### src/rtl/xsizer_buf_if.sv
// Valid/ready beat bus (address, data, byte strobes, last) shared by both sides of xsizer_buf.
// The master drives the beat; the slave returns rdy.
interface xsizer_buf_if #(
    parameter int AW = 19,
    parameter int DW = 32
);
    logic            vld;
    logic            rdy;
    logic [AW-1:0]   adr;
    logic [DW-1:0]   dat;
    logic [DW/8-1:0] strb;
    logic            last;

    modport master (output vld, adr, dat, strb, last, input rdy);
    modport slave  (input vld, adr, dat, strb, last, output rdy);
endinterface

### src/rtl/xsizer_buf.sv
// Buffered valid/ready width converter: packs narrow beats (DWI<DWO), splits wide beats (DWI>DWO), or slices.
// Optional XSIZER_SKIP_EMPTY_EN: the downsizer skips lanes whose strobes are all zero.
module xsizer_buf #(
    parameter int AW  = 19,
    parameter int DWI = 32,
    parameter int DWO = 64
) (
    input  logic         clk_i,
    input  logic         rst_i,
    xsizer_buf_if.slave  in_if,
    xsizer_buf_if.master out_if
);
    generate
        if (DWI < DWO) begin : g_up
            localparam int R   = DWO / DWI;
            localparam int LW  = $clog2(R);
            localparam int LSB = $clog2(DWI / 8);
            localparam int MSB = $clog2(DWO / 8) - 1;
            localparam int SI  = DWI / 8;
            localparam logic [AW-1:0] LANE_MASK = {{(AW-MSB-1){1'b0}}, {(MSB+1){1'b1}}};

            typedef enum logic {FILL, FULL} state_t;
            state_t           state_q, state_d;
            logic [DWO-1:0]   dat_q, dat_d;
            logic [DWO/8-1:0] strb_q, strb_d;
            logic [AW-1:0]    adr_q, adr_d;
            logic             last_q, last_d;
            logic             open_q, open_d;
            logic [LW-1:0]    lane;
            logic             acc, hs_out;

            assign lane      = in_if.adr[MSB:LSB];
            assign in_if.rdy = !rst_i && ((state_q == FILL) || out_if.rdy);
            assign acc       = in_if.vld && in_if.rdy;
            assign hs_out    = (state_q == FULL) && out_if.rdy;

            always_comb begin
                state_d = state_q;
                dat_d   = dat_q;
                strb_d  = strb_q;
                adr_d   = adr_q;
                last_d  = last_q;
                open_d  = open_q;
                if (hs_out) begin
                    state_d = FILL;
                    open_d  = 1'b0;
                end
                if (acc) begin
                    // open_q is never set in FULL, so an accept there always starts a fresh group
                    if (!open_q) begin
                        dat_d  = '0;
                        strb_d = '0;
                        adr_d  = in_if.adr;
                    end
                    dat_d[lane*DWI +: DWI] = in_if.dat;
                    strb_d[lane*SI +: SI]  = in_if.strb;
                    open_d = 1'b1;
                    if ((lane == LW'(R - 1)) || in_if.last) begin
                        state_d = FULL;
                        last_d  = in_if.last;
                        open_d  = 1'b0;
                    end
                end
            end

            always_ff @(posedge clk_i or posedge rst_i) begin
                if (rst_i) begin
                    state_q <= FILL;
                    dat_q   <= '0;
                    strb_q  <= '0;
                    adr_q   <= '0;
                    last_q  <= 1'b0;
                    open_q  <= 1'b0;
                end else begin
                    state_q <= state_d;
                    dat_q   <= dat_d;
                    strb_q  <= strb_d;
                    adr_q   <= adr_d;
                    last_q  <= last_d;
                    open_q  <= open_d;
                end
            end

            assign out_if.vld  = (state_q == FULL);
            assign out_if.dat  = dat_q;
            assign out_if.strb = strb_q;
            assign out_if.adr  = adr_q & ~LANE_MASK;
            assign out_if.last = last_q;
        end else if (DWI > DWO) begin : g_dn
            localparam int R   = DWI / DWO;
            localparam int LW  = $clog2(R);
            localparam int LSB = $clog2(DWO / 8);
            localparam int MSB = $clog2(DWI / 8) - 1;
            localparam int SO  = DWO / 8;
            localparam logic [AW-1:0] LANE_MASK = {{(AW-MSB-1){1'b0}}, {(MSB+1){1'b1}}};

            typedef enum logic {IDLE, EMIT} state_t;
            state_t           state_q, state_d;
            logic [DWI-1:0]   dat_q, dat_d;
            logic [DWI/8-1:0] strb_q, strb_d;
            logic [AW-1:0]    adr_q, adr_d;
            logic             last_q, last_d;
            logic [LW-1:0]    ptr_q, ptr_d;
            logic [LW-1:0]    start_lane, nxt_ptr;
            logic             fin, acc, hs_out;

            // fin marks the lane currently presented as the final beat of the held word
            always_comb begin
                start_lane = in_if.adr[MSB:LSB];
                nxt_ptr    = ptr_q + 1'b1;
                fin        = (ptr_q == LW'(R - 1));
`ifdef XSIZER_SKIP_EMPTY_EN
                fin = 1'b1;
                for (int l = R - 1; l >= 0; l--) begin
                    if ((LW'(l) > ptr_q) && (|strb_q[l*SO +: SO])) begin
                        nxt_ptr = LW'(l);
                        fin     = 1'b0;
                    end
                    if ((LW'(l) >= in_if.adr[MSB:LSB]) && (|in_if.strb[l*SO +: SO])) begin
                        start_lane = LW'(l);
                    end
                end
`endif
            end

            assign in_if.rdy = !rst_i && ((state_q == IDLE) || (out_if.rdy && fin));
            assign acc       = in_if.vld && in_if.rdy;
            assign hs_out    = (state_q == EMIT) && out_if.rdy;

            always_comb begin
                state_d = state_q;
                dat_d   = dat_q;
                strb_d  = strb_q;
                adr_d   = adr_q;
                last_d  = last_q;
                ptr_d   = ptr_q;
                if (hs_out) begin
                    if (fin) state_d = IDLE;
                    else     ptr_d   = nxt_ptr;
                end
                if (acc) begin
                    state_d = EMIT;
                    dat_d   = in_if.dat;
                    strb_d  = in_if.strb;
                    adr_d   = in_if.adr;
                    last_d  = in_if.last;
                    ptr_d   = start_lane;
                end
            end

            always_ff @(posedge clk_i or posedge rst_i) begin
                if (rst_i) begin
                    state_q <= IDLE;
                    dat_q   <= '0;
                    strb_q  <= '0;
                    adr_q   <= '0;
                    last_q  <= 1'b0;
                    ptr_q   <= '0;
                end else begin
                    state_q <= state_d;
                    dat_q   <= dat_d;
                    strb_q  <= strb_d;
                    adr_q   <= adr_d;
                    last_q  <= last_d;
                    ptr_q   <= ptr_d;
                end
            end

            assign out_if.vld  = (state_q == EMIT);
            assign out_if.dat  = dat_q[ptr_q*DWO +: DWO];
            assign out_if.strb = strb_q[ptr_q*SO +: SO];
            assign out_if.adr  = (adr_q & ~LANE_MASK) | (AW'(ptr_q) << LSB);
            assign out_if.last = last_q && fin;
        end else begin : g_eq
            logic             vld_q, vld_d;
            logic [DWI-1:0]   dat_q, dat_d;
            logic [DWI/8-1:0] strb_q, strb_d;
            logic [AW-1:0]    adr_q, adr_d;
            logic             last_q, last_d;
            logic             acc;

            assign in_if.rdy = !rst_i && (!vld_q || out_if.rdy);
            assign acc       = in_if.vld && in_if.rdy;

            always_comb begin
                vld_d  = vld_q;
                dat_d  = dat_q;
                strb_d = strb_q;
                adr_d  = adr_q;
                last_d = last_q;
                if (out_if.rdy) vld_d = 1'b0;
                if (acc) begin
                    vld_d  = 1'b1;
                    dat_d  = in_if.dat;
                    strb_d = in_if.strb;
                    adr_d  = in_if.adr;
                    last_d = in_if.last;
                end
            end

            always_ff @(posedge clk_i or posedge rst_i) begin
                if (rst_i) begin
                    vld_q  <= 1'b0;
                    dat_q  <= '0;
                    strb_q <= '0;
                    adr_q  <= '0;
                    last_q <= 1'b0;
                end else begin
                    vld_q  <= vld_d;
                    dat_q  <= dat_d;
                    strb_q <= strb_d;
                    adr_q  <= adr_d;
                    last_q <= last_d;
                end
            end

            assign out_if.vld  = vld_q;
            assign out_if.dat  = dat_q;
            assign out_if.strb = strb_q;
            assign out_if.adr  = adr_q;
            assign out_if.last = last_q;
        end
    endgenerate
endmodule

### src/flat_wrapper.sv
// flat-port wrapper written by rule: the top's interface ports become plain ports
module xsizer_buf_flat 
#(
    parameter int AW  = 19,
    parameter int DWI = 32,
    parameter int DWO = 64
)
  (clk_i, rst_i, in_if_vld, in_if_adr, in_if_dat, in_if_strb, in_if_last, in_if_rdy, out_if_vld, out_if_adr, out_if_dat, out_if_strb, out_if_last, out_if_rdy);
  xsizer_buf_if #(.AW(AW), .DW(32)) in_if_i ();
  xsizer_buf_if #(.AW(AW), .DW(64)) out_if_i ();
  input  logic clk_i;
  input  logic rst_i;
  input wire logic [$bits(in_if_i.vld)-1:0] in_if_vld;
  input wire logic [$bits(in_if_i.adr)-1:0] in_if_adr;
  input wire logic [$bits(in_if_i.dat)-1:0] in_if_dat;
  input wire logic [$bits(in_if_i.strb)-1:0] in_if_strb;
  input wire logic [$bits(in_if_i.last)-1:0] in_if_last;
  output wire logic [$bits(in_if_i.rdy)-1:0] in_if_rdy;
  output wire logic [$bits(out_if_i.vld)-1:0] out_if_vld;
  output wire logic [$bits(out_if_i.adr)-1:0] out_if_adr;
  output wire logic [$bits(out_if_i.dat)-1:0] out_if_dat;
  output wire logic [$bits(out_if_i.strb)-1:0] out_if_strb;
  output wire logic [$bits(out_if_i.last)-1:0] out_if_last;
  input wire logic [$bits(out_if_i.rdy)-1:0] out_if_rdy;
  assign in_if_i.vld = in_if_vld;
  assign in_if_i.adr = in_if_adr;
  assign in_if_i.dat = in_if_dat;
  assign in_if_i.strb = in_if_strb;
  assign in_if_i.last = in_if_last;
  assign in_if_rdy = in_if_i.rdy;
  assign out_if_vld = out_if_i.vld;
  assign out_if_adr = out_if_i.adr;
  assign out_if_dat = out_if_i.dat;
  assign out_if_strb = out_if_i.strb;
  assign out_if_last = out_if_i.last;
  assign out_if_i.rdy = out_if_rdy;
  xsizer_buf #(.AW(AW), .DWI(DWI), .DWO(DWO)) u_core (.clk_i(clk_i), .rst_i(rst_i), .in_if(in_if_i), .out_if(out_if_i));
endmodule
### config.mk
export PLATFORM = sky130hd
export DESIGN_NAME = xsizer_buf_flat
export DESIGN_NICKNAME = d
export VERILOG_FILES = /design/src/rtl/xsizer_buf_if.sv /design/src/rtl/xsizer_buf.sv /design/src/flat_wrapper.sv
export SDC_FILE = /design/constraint.sdc
export NUM_CORES = 1
export LEC_CHECK = 0
export ABC_CLOCK_PERIOD_IN_PS = 3100
export CAP_MARGIN = 20
export CORE_ASPECT_RATIO = 0.7
export CORE_MARGIN = 5
export CORE_UTILIZATION = 56
export CTS_BUF_LIST = sky130_fd_sc_hd__clkbuf_8 sky130_fd_sc_hd__clkbuf_16
export CTS_CLUSTER_DIAMETER = 200
export CTS_CLUSTER_SIZE = 25
export DETAILED_ROUTE_END_ITERATION = 12
export DONT_BUFFER_PORTS = 1
export PLACE_DENSITY = 0.84
export SETUP_SLACK_MARGIN = 0.5
export SLEW_MARGIN = 20
export SYNTH_ARGS = -nofsm -noshare
export SYNTH_HDL_FRONTEND = slang
export SYNTH_SLANG_ARGS = --single-unit
### constraint.sdc
create_clock -name clk_i -period 3.1 [get_ports clk_i]
set_clock_uncertainty 0.05 [all_clocks]
set_input_delay 0.62 -clock clk_i [delete_from_list [all_inputs] [get_ports clk_i]]
set_output_delay 0.62 -clock clk_i [all_outputs]
set_load 0.01 [all_outputs]
* Word level (Yosys, flattened, before mapping) *
Index checks and enable logic that the tools add are counted.

operators by class
  add/subtract/negate cells = 2
  div/mod/pow operators = 0
  muxes and demuxes = 12
  eq/ne operators = 0
  reductions and logical operators = 9
  shift-type cells = 4
  multipliers = 0
  bitwise operators = 2
  magnitude comparators = 0

operators by type and width
  operator                                                 count
  2-to-1 mux 64 bit                                        2
  bitwise mux 64 bit                                       1
  variable shift 32 x 34 -> 64 bit (first input constant)  1
  indexed part select 32 x 34 -> 64 bit                    1
  negator 3 -> 34 bit                                      1
  negator 6 -> 34 bit                                      1
  variable shift 4 x 34 -> 8 bit (first input constant)    1
  indexed part select 4 x 34 -> 8 bit                      1
  2-to-1 mux 8 bit                                         2
  bitwise mux 8 bit                                        1
  2-to-1 mux 1 bit                                         6
  AND reduction 2 bit                                      2
  logical AND 1 bit                                        3
  logical OR 1 bit                                         2
  NOT 1 bit                                                2
  nonzero test 2 bit                                       1
  zero test 1 bit                                          1

storage, ports and cells
  register bits after elaboration = 94
  bits in writable memories = 0
  bits in latches = 0
  logic and storage cells = 35
  memory bits (read-only) = 0
  bits of input ports = 60
  memories kept = 0
  output and inout bits = 94

* Depth between registers and ports, before layout *
Gate-level depths: netlist (run 1).

  word-level depth = 6
  mapped depth = 5
  mapped depth without buffers = 3

* Least setup slack after synthesis (run 1) *
No wires, ideal clock.

  path type = in2reg
  start = in rst_i
  end = reg u_core.g_up.adr_q[15]
  setup time = 0.125 ns
  slack = 1.358 ns
  cell stages on the path = 3
  data arrival time = 1.567 ns
  buffers on the path = 1
  cell sequence = nor4b_4 buf_6 mux2_2

between the ends
  word-level cells in the longest chain between the ends = 4

ends and longest elaborated chain
  what                           RTL line            RTL
  from (decl)                    flat_wrapper.sv:12  input logic rst_i;
  zero test 1 bit (no line)      --
  logical AND 1 bit              xsizer_buf.sv:33    assign in_if.rdy = !rst_i && ((state_q == FILL) || out_if.rdy);
  logical AND 1 bit              xsizer_buf.sv:34    assign acc = in_if.vld && in_if.rdy;
  AND reduction 2 bit (no line)  --
  to (signal assigned)           xsizer_buf.sv:78    adr_q <= adr_d;
  to (decl)                      xsizer_buf.sv:26    logic [AW-1:0] adr_q, adr_d;

No other way between the ends.
A chain may end at the register's enable or synchronous reset.

* Final worst setup path (run 1) *
  start = reg u_core.g_up.state_q (netlist: u_core.out_if.vld)
  end = reg u_core.g_up.adr_q[5]

between the ends
  word-level cells in the longest chain between the ends = 5

ends and longest elaborated chain
  what                           RTL line          RTL
  from (decl)                    xsizer_buf.sv:23  state_t state_q, state_d;
  from (signal assigned)         xsizer_buf.sv:75  state_q <= state_d;
  NOT 1 bit                      xsizer_buf.sv:33
  logical OR 1 bit               xsizer_buf.sv:33
  logical AND 1 bit              xsizer_buf.sv:33
  logical AND 1 bit              xsizer_buf.sv:34
  AND reduction 2 bit (no line)  --

No other way between the ends.

==> impl_metrics.tcl, run 1 <==
set metrics [dict create \
    finalMaxSlewViolations 0 \
    die_h_um 76.1 \
    synth_area_um2 3490 \
    setup_tns_ps 0 \
    gr-total-overflow 0 \
    grt.total_usage 0.201 \
    critical_path.max_fanout 16 \
    wl_per_cell_um 26.1 \
    synth_seq_cells 91 \
    drt_iter0_drc 185 \
    worstMarginPinSlew_ps 997 \
    rows 24 \
    cp.required_ps 3270 \
    cts_buffer_depth 2 \
    max-cap-violations 0 \
    dpl.hpwl_um 5420 \
    ant_nets 0 \
    cts_resized 0 \
    viasPerCell 6.96 \
    start_util 0.567 \
    grt_pass1_wl_um 12700 \
    nets 279 \
    period_minus_slack_ps 2040 \
    dr_total_vias 2103 \
    endpoint_kind "register" \
    cts-htree-levels 3 \
    max_stage_delay_ps 820 \
    ir_drop_uv 354 \
    cts-root-buf "clkbuf_8" \
    ios 154 \
    grt_pass1_vias 2244 \
    drive_above_1_share 0.196 \
    p_per_area_nw_per_um2 725 \
    syn-instance-count 224 \
    ys_seq_area_frac 0.652 \
    clkLatencyLatePin_ps 340 \
    arrival_ps 2210 \
    whs_ps 149 \
    n_antenna_cell 0 \
    r2r_slack_ps 1060 \
    clkSlewWorstSetupHoldPaths_ps 90 \
    maxSlewHeadroom 0.332 \
    gp_routability_congestion 0.710 \
    post-cts-setup-buffer-count 0 \
    r2r-start "u_core.out_if.vld" \
    portBuffers 0 \
    ys_types 21 \
    ys_warn_count 0 \
    r2r-end "u_core.g_up.adr_q[5]" \
    status "complete, no violations" \
    fmax_mhz 491 \
    die_x_um 104 \
    coreArea_um2 6160 \
    hold_path.class "in2async" \
    reg2reg_depth 3 \
    grt_max_degree 66 \
    period_share 0.658 \
    critPathKind "reg2reg" \
    tritoncts "yes" \
    cts_buffers 9 \
    hold_violations 0 \
    cp-start-kind "register" \
    synth_area_per_cell_um2 15.6 \
    rsz0062_at_grt "no" \
    remaining_drc_errors 0 \
    area_delta_synth_final_pct 6.09 \
    setup_violations 0 \
    antenna_found_initial 0 \
    p_leak_nw 1.59 \
    worstPathCellList "nor2b_4 -> nor4b_4 -> mux2_2" \
    drt-total-wl_um 7900 \
    clock-sinks 91 \
    cpMaxStageDelayCell "nor4b_4" \
    dieArea_um2 7940 \
    worstSetupStartpoint "u_core.out_if.vld" \
    cts_hold_buf 0 \
    drt_pass1_iterations 4 \
]
## how the worst max path moves through the flow
stage | slack (ps) | to
2_1_floorplan | 1360 | u_core.g_up.adr_q[15]
3_3_place_gp | 1070 | u_core.g_up.adr_q[10]
3_5_place_dp | 990 | u_core.g_up.adr_q[4]
4_1_cts | 1030 | u_core.g_up.adr_q[5]
5_1_grt | 910 | u_core.g_up.adr_q[5]
6_report | 1060 | u_core.g_up.adr_q[5]
## sequential cells by signal, indices dropped and copies added (netlist names)
name and flops:
u_core.out_if.dat 64, u_core.out_if.strb 8, u_core.g_up.adr_q 16, u_core.g_up.open_q 1, u_core.out_if.last 1, u_core.out_if.vld 1
## per-layer routing
layer | part of all wire | track usage | vias up
met5 | 0 | 0 | -
met4 | 0.0052 | 0.0492 | 0
met3 | 0.13 | 0.118 | 4
met2 | 0.49 | 0.304 | 112
met1 | 0.37 | 0.248 | 1101
li1 | - | - | 886
## cell usage after synthesis
master | instances | area share
a21boi_0 | 1 | 0.0021
buf_6 | 8 | 0.026
buf_2 | 6 | 0.0086
dfrtp_1 | 91 | 0.65
and2_1 | 1 | 0.0018
a22o_1 | 1 | 0.0025
a32o_1 | 72 | 0.21
nand3_1 | 3 | 0.0043
o21ai_0 | 1 | 0.0014
buf_4 | 4 | 0.0086
nor2_1 | 2 | 0.0021
mux2_2 | 17 | 0.055
nor4b_4 | 1 | 0.0068
nand2b_1 | 2 | 0.0036
nor2b_2 | 1 | 0.0025
inv_1 | 1 | 0.0011
nor2b_4 | 1 | 0.0039
clkinv_1 | 1 | 0.0011
conb_1 | 1 | 0.0011
clkbuf_1 | 7 | 0.0075
nand2_1 | 2 | 0.0021
## logic make-up (layout without fill, tap and decap cells)
| logic type | Yosys count | count (layout) | synth area share |
|---|---|---|---|
| compound gates | 75 | 75 | 0.212 |
| buf+inv | 27 | 25 | 0.0527 |
| flops | 91 | 91 | 0.652 |
| mux | 17 | 17 | 0.0548 |
| other cells | 1 | 3 | 0.00107 |
| simple gates | 13 | 13 | 0.0272 |
## cell type report
cell class / instances / area, µm²
Clock buffer: 10 / 138
Clock inverter: 6 / 63.8
Fill cell: 473 / 2450
Inverter: 2 / 11.3
Multi-Input combinational cell: 108 / 1040
Sequential cell: 91 / 2280
Tap cell: 78 / 97.6
Timing Repair Buffer: 7 / 77.6
## per-stage QoR
step	cell area (µm²)	total power, mW	worst slack [ps]	instances	util
finish	3710	2.69	1060	302	0.602
global route	3710	2.84	913	302	0.602
CTS	3710	2.73	1030	302	0.602
detailed placement	3500	1.93	990	286	0.569
global placement	3500	1.91	1070	286	0.569
floorplan	3500	1.85	1360	226	-
## where the power goes
part | leakage, nW | switching, mW | internal (mW)
combinational | 0.318 | 0.130 | 0.160
clock | 0.104 | 0.390 | 0.394
sequential | 1.16 | 0.236 | 1.38
total | 1.59 | 0.756 | 1.93
## cells in the final DEF, fill, tap and decap left out
cell type	n
clkinvlp_4	2
buf_4	5
a21boi_0	1
nor4b_4	1
a22o_1	1
inv_6	1
clkinv_4	1
dfrtp_1	91
and2_2	1
clkbuf_8	10
nor2b_2	1
o21ai_0	1
a32o_1	72
bufinv_16	1
buf_12	2
nand3_1	3
nand2b_1	2
nand2_1	2
clkinv_2	1
clkinv_1	1
mux2_2	17
inv_1	1
nor2b_4	1
nor2_1	2
conb_1	3
## critical path: cells and delay by family (launching register included)
kind / cells / cell delay, ps
DFF: 1 / 450
muxes: 1 / 430
and+or+nand+nor: 2 / 990
Note: power is estimated with default switching activity, not from simulation.
==> run 2: changes to the inputs <==
--- a/config.mk
+++ b/config.mk
@@ -5,17 +5,17 @@
 export SDC_FILE = /design/constraint.sdc
 export NUM_CORES = 1
 export LEC_CHECK = 0
-export ABC_CLOCK_PERIOD_IN_PS = 3100
+export ABC_CLOCK_PERIOD_IN_PS = 2000
 export CAP_MARGIN = 20
 export CORE_ASPECT_RATIO = 0.7
 export CORE_MARGIN = 5
-export CORE_UTILIZATION = 56
+export CORE_UTILIZATION = 60
 export CTS_BUF_LIST = sky130_fd_sc_hd__clkbuf_8 sky130_fd_sc_hd__clkbuf_16
 export CTS_CLUSTER_DIAMETER = 200
 export CTS_CLUSTER_SIZE = 25
 export DETAILED_ROUTE_END_ITERATION = 12
 export DONT_BUFFER_PORTS = 1
-export PLACE_DENSITY = 0.84
+export PLACE_DENSITY = 0.86
 export SETUP_SLACK_MARGIN = 0.5
 export SLEW_MARGIN = 20
 export SYNTH_ARGS = -nofsm -noshare
==> constraint.sdc (replaced) <==
create_clock -name clk_i -period 2 [get_ports clk_i]
set_clock_uncertainty 0.05 [all_clocks]
set_input_delay 0.4 -clock clk_i [delete_from_list [all_inputs] [get_ports clk_i]]
set_output_delay 0.4 -clock clk_i [all_outputs]
set_load 0.01 [all_outputs]
==> run 2 against run 1 <==
Compared with the run above:
- die area decreased by 5.9%
- maximum frequency rose by 27%
- sequential share of layout area down 1.5 points
- critical path depth rose by 1
- hold slack got worse by 100 ps
- via count up 3.0%
- largest cell class unchanged
- largest power group unchanged
==> impl_metrics.tcl, run 2 (synthesized netlist as in run 1, its figures left out) <==
set metrics [dict create \
    wl_per_cell_um 26.7 \
    dr_total_vias 2167 \
    cts-htree-levels 3 \
    ant_nets 0 \
    viasPerCell 7.15 \
    period_minus_slack_ps 1600 \
    swShare 0.271 \
    worstMarginPinSlew_ps 562 \
    grt.total_usage 0.224 \
    cts_hold_buf 0 \
    drt_iter0_drc 142 \
    start_util 0.613 \
    grt_max_degree 47 \
    clkLatencyLatePin_ps 340 \
    clock-sinks 91 \
    portBuffers 0 \
    hold_path.class "in2async" \
    cp-start-kind "register" \
    ir_drop_uv 710 \
    period_share 0.801 \
    r2r_slack_ps 400 \
    final_area_um2 3800 \
    gp_routability_congestion 0.724 \
    grt_pass1_vias 2349 \
    finalMaxSlewViolations 0 \
    regArea_um2 2280 \
    pwr-share-seq 0.580 \
    max-cap-violations 0 \
    gr-total-overflow 0 \
    hold_violations 0 \
    dieArea_um2 7470 \
    remaining_drc_errors 0 \
    antenna_found_initial 0 \
    setup_tns_ps 0 \
    nets 284 \
    cts-root-buf "clkbuf_8" \
    largest_reg_flops 64 \
    multi_input_area_um2 1080 \
    p_per_area_nw_per_um2 1140 \
    drive_above_1_share 0.219 \
    reg2reg_depth 4 \
    endpoint_kind "register" \
    grt_pass1_wl_um 12600 \
    drt-total-wl_um 8100 \
    area_delta_synth_final_pct 8.74 \
    coreArea_um2 5700 \
    mostFrequentLayoutCell "dfrtp_1" \
    maxSlewHeadroom 0.626 \
    fmax_mhz 624 \
    status "complete, no violations" \
    p_leak_nw 1.65 \
    fillers 417 \
    finalPower_mw 4.32 \
    placed_cell_area_um2 3510 \
    die_h_um 73.8 \
    post-cts-setup-buffer-count 0 \
    drt_pass1_iterations 5 \
    cts_buffer_depth 2 \
    arrival_ps 1780 \
    internal-power_mw 3.15 \
    critPathKind "reg2reg" \
    pwr-share-clk 0.304 \
    die_x_um 101 \
    dpl.hpwl_um 5590 \
    tritoncts "yes" \
    cts_buffers 9 \
    n_antenna_cell 0 \
    rsz0062_at_grt "yes" \
    whs_ps 45.1 \
    setup_violations 0 \
    final_cell_mix "90 x dfrtp_1, 72 x a32o_1, 11 x mux2_4" \
    power_frac_comb 0.115 \
    r2r-end "u_core.g_up.adr_q[12]" \
    rows 23 \
    ios 154 \
    clkSlewWorstSetupHoldPaths_ps 80 \
    critical_path.max_fanout 8 \
    cp.required_ps 2180 \
    r2r-start "u_core.out_if.vld" \
    p_sw_mw 1.17 \
]
## run 2: through the flow
| stage | worst slack [ps] | utilization | cells |
|---|---|---|---|
| 3_5_place_dp | 363 | 0.617 | 288 |
| 3_3_place_gp | 450 | 0.617 | 288 |
| 2_1_floorplan | 355 | - | 226 |
| 6_report | 398 | 0.667 | 303 |
| 5_1_grt | 322 | 0.667 | 303 |
| 4_1_cts | 388 | 0.661 | 303 |
## run 2: routing by layer
layer / part of all wire / GRT usage / up-vias
met3: 0.14 / 0.125 / 2
met4: 0.0031 / 0.0575 / 0
met1: 0.36 / 0.262 / 1150
met5: 0 / 0 / -
met2: 0.50 / 0.360 / 122
li1: - / - / 893
## run 2: critical path, stage by stage, from the launching register on
cell and delay, ps:
dfrtp_2 460, nor2b_4 150, nor4b_4 290, buf_6 200, mux2_2 340
## run 2: power groups by stage
| stage | combinational [mW] | clock (mW) | sequential, mW |
|---|---|---|---|
| final | 0.498 | 1.31 | 2.51 |
| after global routing | 0.554 | 1.43 | 2.54 |
| after CTS | 0.483 | 1.34 | 2.51 |
| after detailed placement | 0.464 | 0 | 2.54 |
| after global placement | 0.428 | 0 | 2.52 |
| after floorplan | 0.407 | 0 | 2.46 |
## run 2: area by class of cell
cell class	count	area share
clock buffer	10	0.0362
tap	75	0.0247
multi-input combinational	108	0.286
inverter	2	0.00296
sequential	91	0.600
timing repair buffer	12	0.0300
clock inverter	5	0.0208
## run 2: worst max path at each step
stage | to | start | cells past startpoint
6_report | u_core.g_up.adr_q[12] | u_core.out_if.vld | 4
5_1_grt | u_core.g_up.adr_q[12] | u_core.out_if.vld | 4
4_1_cts | u_core.g_up.adr_q[12] | u_core.out_if.vld | 4
3_5_place_dp | u_core.out_if.dat[37] | u_core.out_if.vld | 4
3_3_place_gp | u_core.out_if.dat[45] | out_if_rdy | 4
2_1_floorplan | u_core.g_up.adr_q[15] | u_core.out_if.vld | 4
## run 2: repair_timing
action | 4_1_cts | 5_1_grt
setup endpoints to repair | 90 | 90
hold endpoints to repair | 0 | 0
resized for setup | 10 | 9
==> run 3: changes to the inputs <==
--- a/config.mk
+++ b/config.mk
@@ -5,7 +5,7 @@
 export SDC_FILE = /design/constraint.sdc
 export NUM_CORES = 1
 export LEC_CHECK = 0
-export ABC_CLOCK_PERIOD_IN_PS = 2000
+export ABC_CLOCK_PERIOD_IN_PS = 1600
 export CAP_MARGIN = 20
 export CORE_ASPECT_RATIO = 0.7
 export CORE_MARGIN = 5
==> constraint.sdc (replaced) <==
create_clock -name clk_i -period 1.6 [get_ports clk_i]
set_clock_uncertainty 0.05 [all_clocks]
set_input_delay 0.32 -clock clk_i [delete_from_list [all_inputs] [get_ports clk_i]]
set_output_delay 0.32 -clock clk_i [all_outputs]
set_load 0.01 [all_outputs]
==> run 3 against run 2 <==
Compared with the run above:
- maximum frequency increased by 7.6%
- cell area increased by 4.9%
- flip-flop and latch count unchanged
- total power increased by 20%
- routed wire length increased by 2.4%
- clock power increased by 5%
- utilization increased by 3.3 points
- sequential share of layout area decreased by 2.8 points
- cell count increased by 4.6%
- first-iteration DRC count decreased by 18%
- critical endpoint is now u_core.out_if.dat[24]
==> impl_metrics.tcl, run 3 (synthesized netlist as in run 1, its figures left out) <==
set metrics [dict create \
    whs_ps 66.1 \
    grt_pass1_vias 2373 \
    die_x_um 101 \
    period_share 0.930 \
    drt_iter0_drc 116 \
    largest_reg_flops 64 \
    portBuffers 0 \
    cp.required_ps 1790 \
    gr-total-overflow 0 \
    fmax_mhz 672 \
    arrival_ps 1680 \
    worstSetupStartpoint "u_core.out_if.vld" \
    dp_slack_ps 121 \
    mostFrequentLayoutCell "dfrtp_1" \
    remaining_drc_errors 0 \
    critPathKind "reg2reg" \
    area_delta_synth_final_pct 14.1 \
    final_cell_mix "90 x dfrtp_1, 72 x a32o_1, 17 x mux2_2" \
    hold_violations 0 \
    tritoncts "yes" \
    drt-total-wl_um 8300 \
    nets 297 \
    setup_violations 0 \
    gp_routability_congestion 0.715 \
    viasPerCell 7.12 \
    wl_per_cell_um 26.2 \
    r2r_slack_ps 110 \
    setup_tns_ps 0 \
    layout_setup_ws_ps 111 \
    fillers 376 \
    drt_pass1_iterations 4 \
    endpoint_kind "register" \
    dieArea_um2 7470 \
    p_per_area_nw_per_um2 1300 \
    finalPower_mw 5.17 \
    grt_pass1_wl_um 12700 \
    r2r-end "u_core.out_if.dat[24]" \
    n_antenna_cell 0 \
    grt_max_degree 42 \
    critical_path.max_fanout 10 \
    dr_total_vias 2256 \
    p_leak_nw 1.72 \
    ios 154 \
    period_minus_slack_ps 1490 \
    coreArea_um2 5700 \
    cts-htree-levels 3 \
    die_h_um 73.8 \
    hold_path.class "in2reg" \
    reg2reg_depth 6 \
    clkLatencyLatePin_ps 350 \
    cts_buffer_depth 2 \
    clkSlewWorstSetupHoldPaths_ps 90 \
    dpl.hpwl_um 5520 \
    status "complete, no violations" \
    cp-start-kind "register" \
    rsz0062_at_grt "yes" \
    r2r-start "u_core.out_if.vld" \
    drive_above_1_share 0.269 \
    finish.utilization 0.699 \
    cts-root-buf "clkbuf_8" \
    cts_buffers 9 \
    finalMaxSlewViolations 0 \
    clock-sinks 91 \
    antenna_found_initial 0 \
    ir_drop_uv 934 \
    crit_end "u_core.out_if.dat[24]" \
    rows 23 \
    max-cap-violations 0 \
    whs_path_depth 1 \
    grt.total_usage 0.228 \
    ant_nets 0 \
    start_util 0.613 \
]
[run 3: where the power goes]
| group | switching, mW | total [mW] | leakage, nW | internal, mW |
|---|---|---|---|---|
| clock | 0.768 | 1.37 | 0.0819 | 0.602 |
| sequential | 0.453 | 3.12 | 1.16 | 2.67 |
| combinational | 0.282 | 0.679 | 0.477 | 0.397 |
| total | 1.50 | 5.17 | 1.72 | 3.67 |
[run 3: area by class of cell]
type / count / area, µm² / area share
Tap cell: 75 / 93.8 / 0.0235
Sequential cell: 91 / 2280 / 0.572
Clock inverter: 6 / 42.5 / 0.0107
Inverter: 2 / 11.3 / 0.00283
Clock buffer: 10 / 138 / 0.0345
Timing Repair Buffer: 25 / 354 / 0.0889
Multi-Input combinational cell: 108 / 1070 / 0.268
[run 3: worst min path at each step]
stage / end / slack, ps / startpoint
final: u_core.out_if.last / 70 / in_if_last
after global routing: u_core.g_up.adr_q[6] / 40 / in_if_adr[6]
after CTS: u_core.out_if.last / 50 / in_if_last
after detailed placement: u_core.g_up.adr_q[12] / 170 / rst_i
after global placement: u_core.g_up.adr_q[12] / 170 / rst_i
after floorplan: u_core.out_if.last / 420 / in_if_last
[run 3: layer usage]
metal / wire, µm / vias to the layer above / track usage
met3: 1210 / 11 / 0.137
met2: 3990 / 135 / 0.360
met5: 0 / - / 0
met1: 3000 / 1181 / 0.268
li1: - / 929 / -
met4: 95 / 0 / 0.0531
[run 3: worst max-delay path: stages (launching register included)]
cell and delay (ps):
dfrtp_1 390, buf_4 160, nand2b_4 70, buf_6 110, nand3_4 90, bufbuf_16 310, a32o_1 200
[run 3: repair_timing]
| item | 4_1_cts | 5_1_grt |
|---|---|---|
| buffers inserted | 3 | 5 |
| cloned | 3 | 0 |
| hold buffers | 1 | 0 |
| endpoints found under the setup margin | 182 | 183 |
| pin swaps | 1 | 0 |
| endpoints found under the hold margin | 16 | 0 |
| resized for setup | 16 | 1 |
[run 3: per-stage QoR]
stage / cells / cell area, µm²
after floorplan: 226 / 3520
after global placement: 289 / 3580
after CTS: 312 / 3950
after global routing: 317 / 3990
after detailed placement: 289 / 3580
final: 317 / 3990
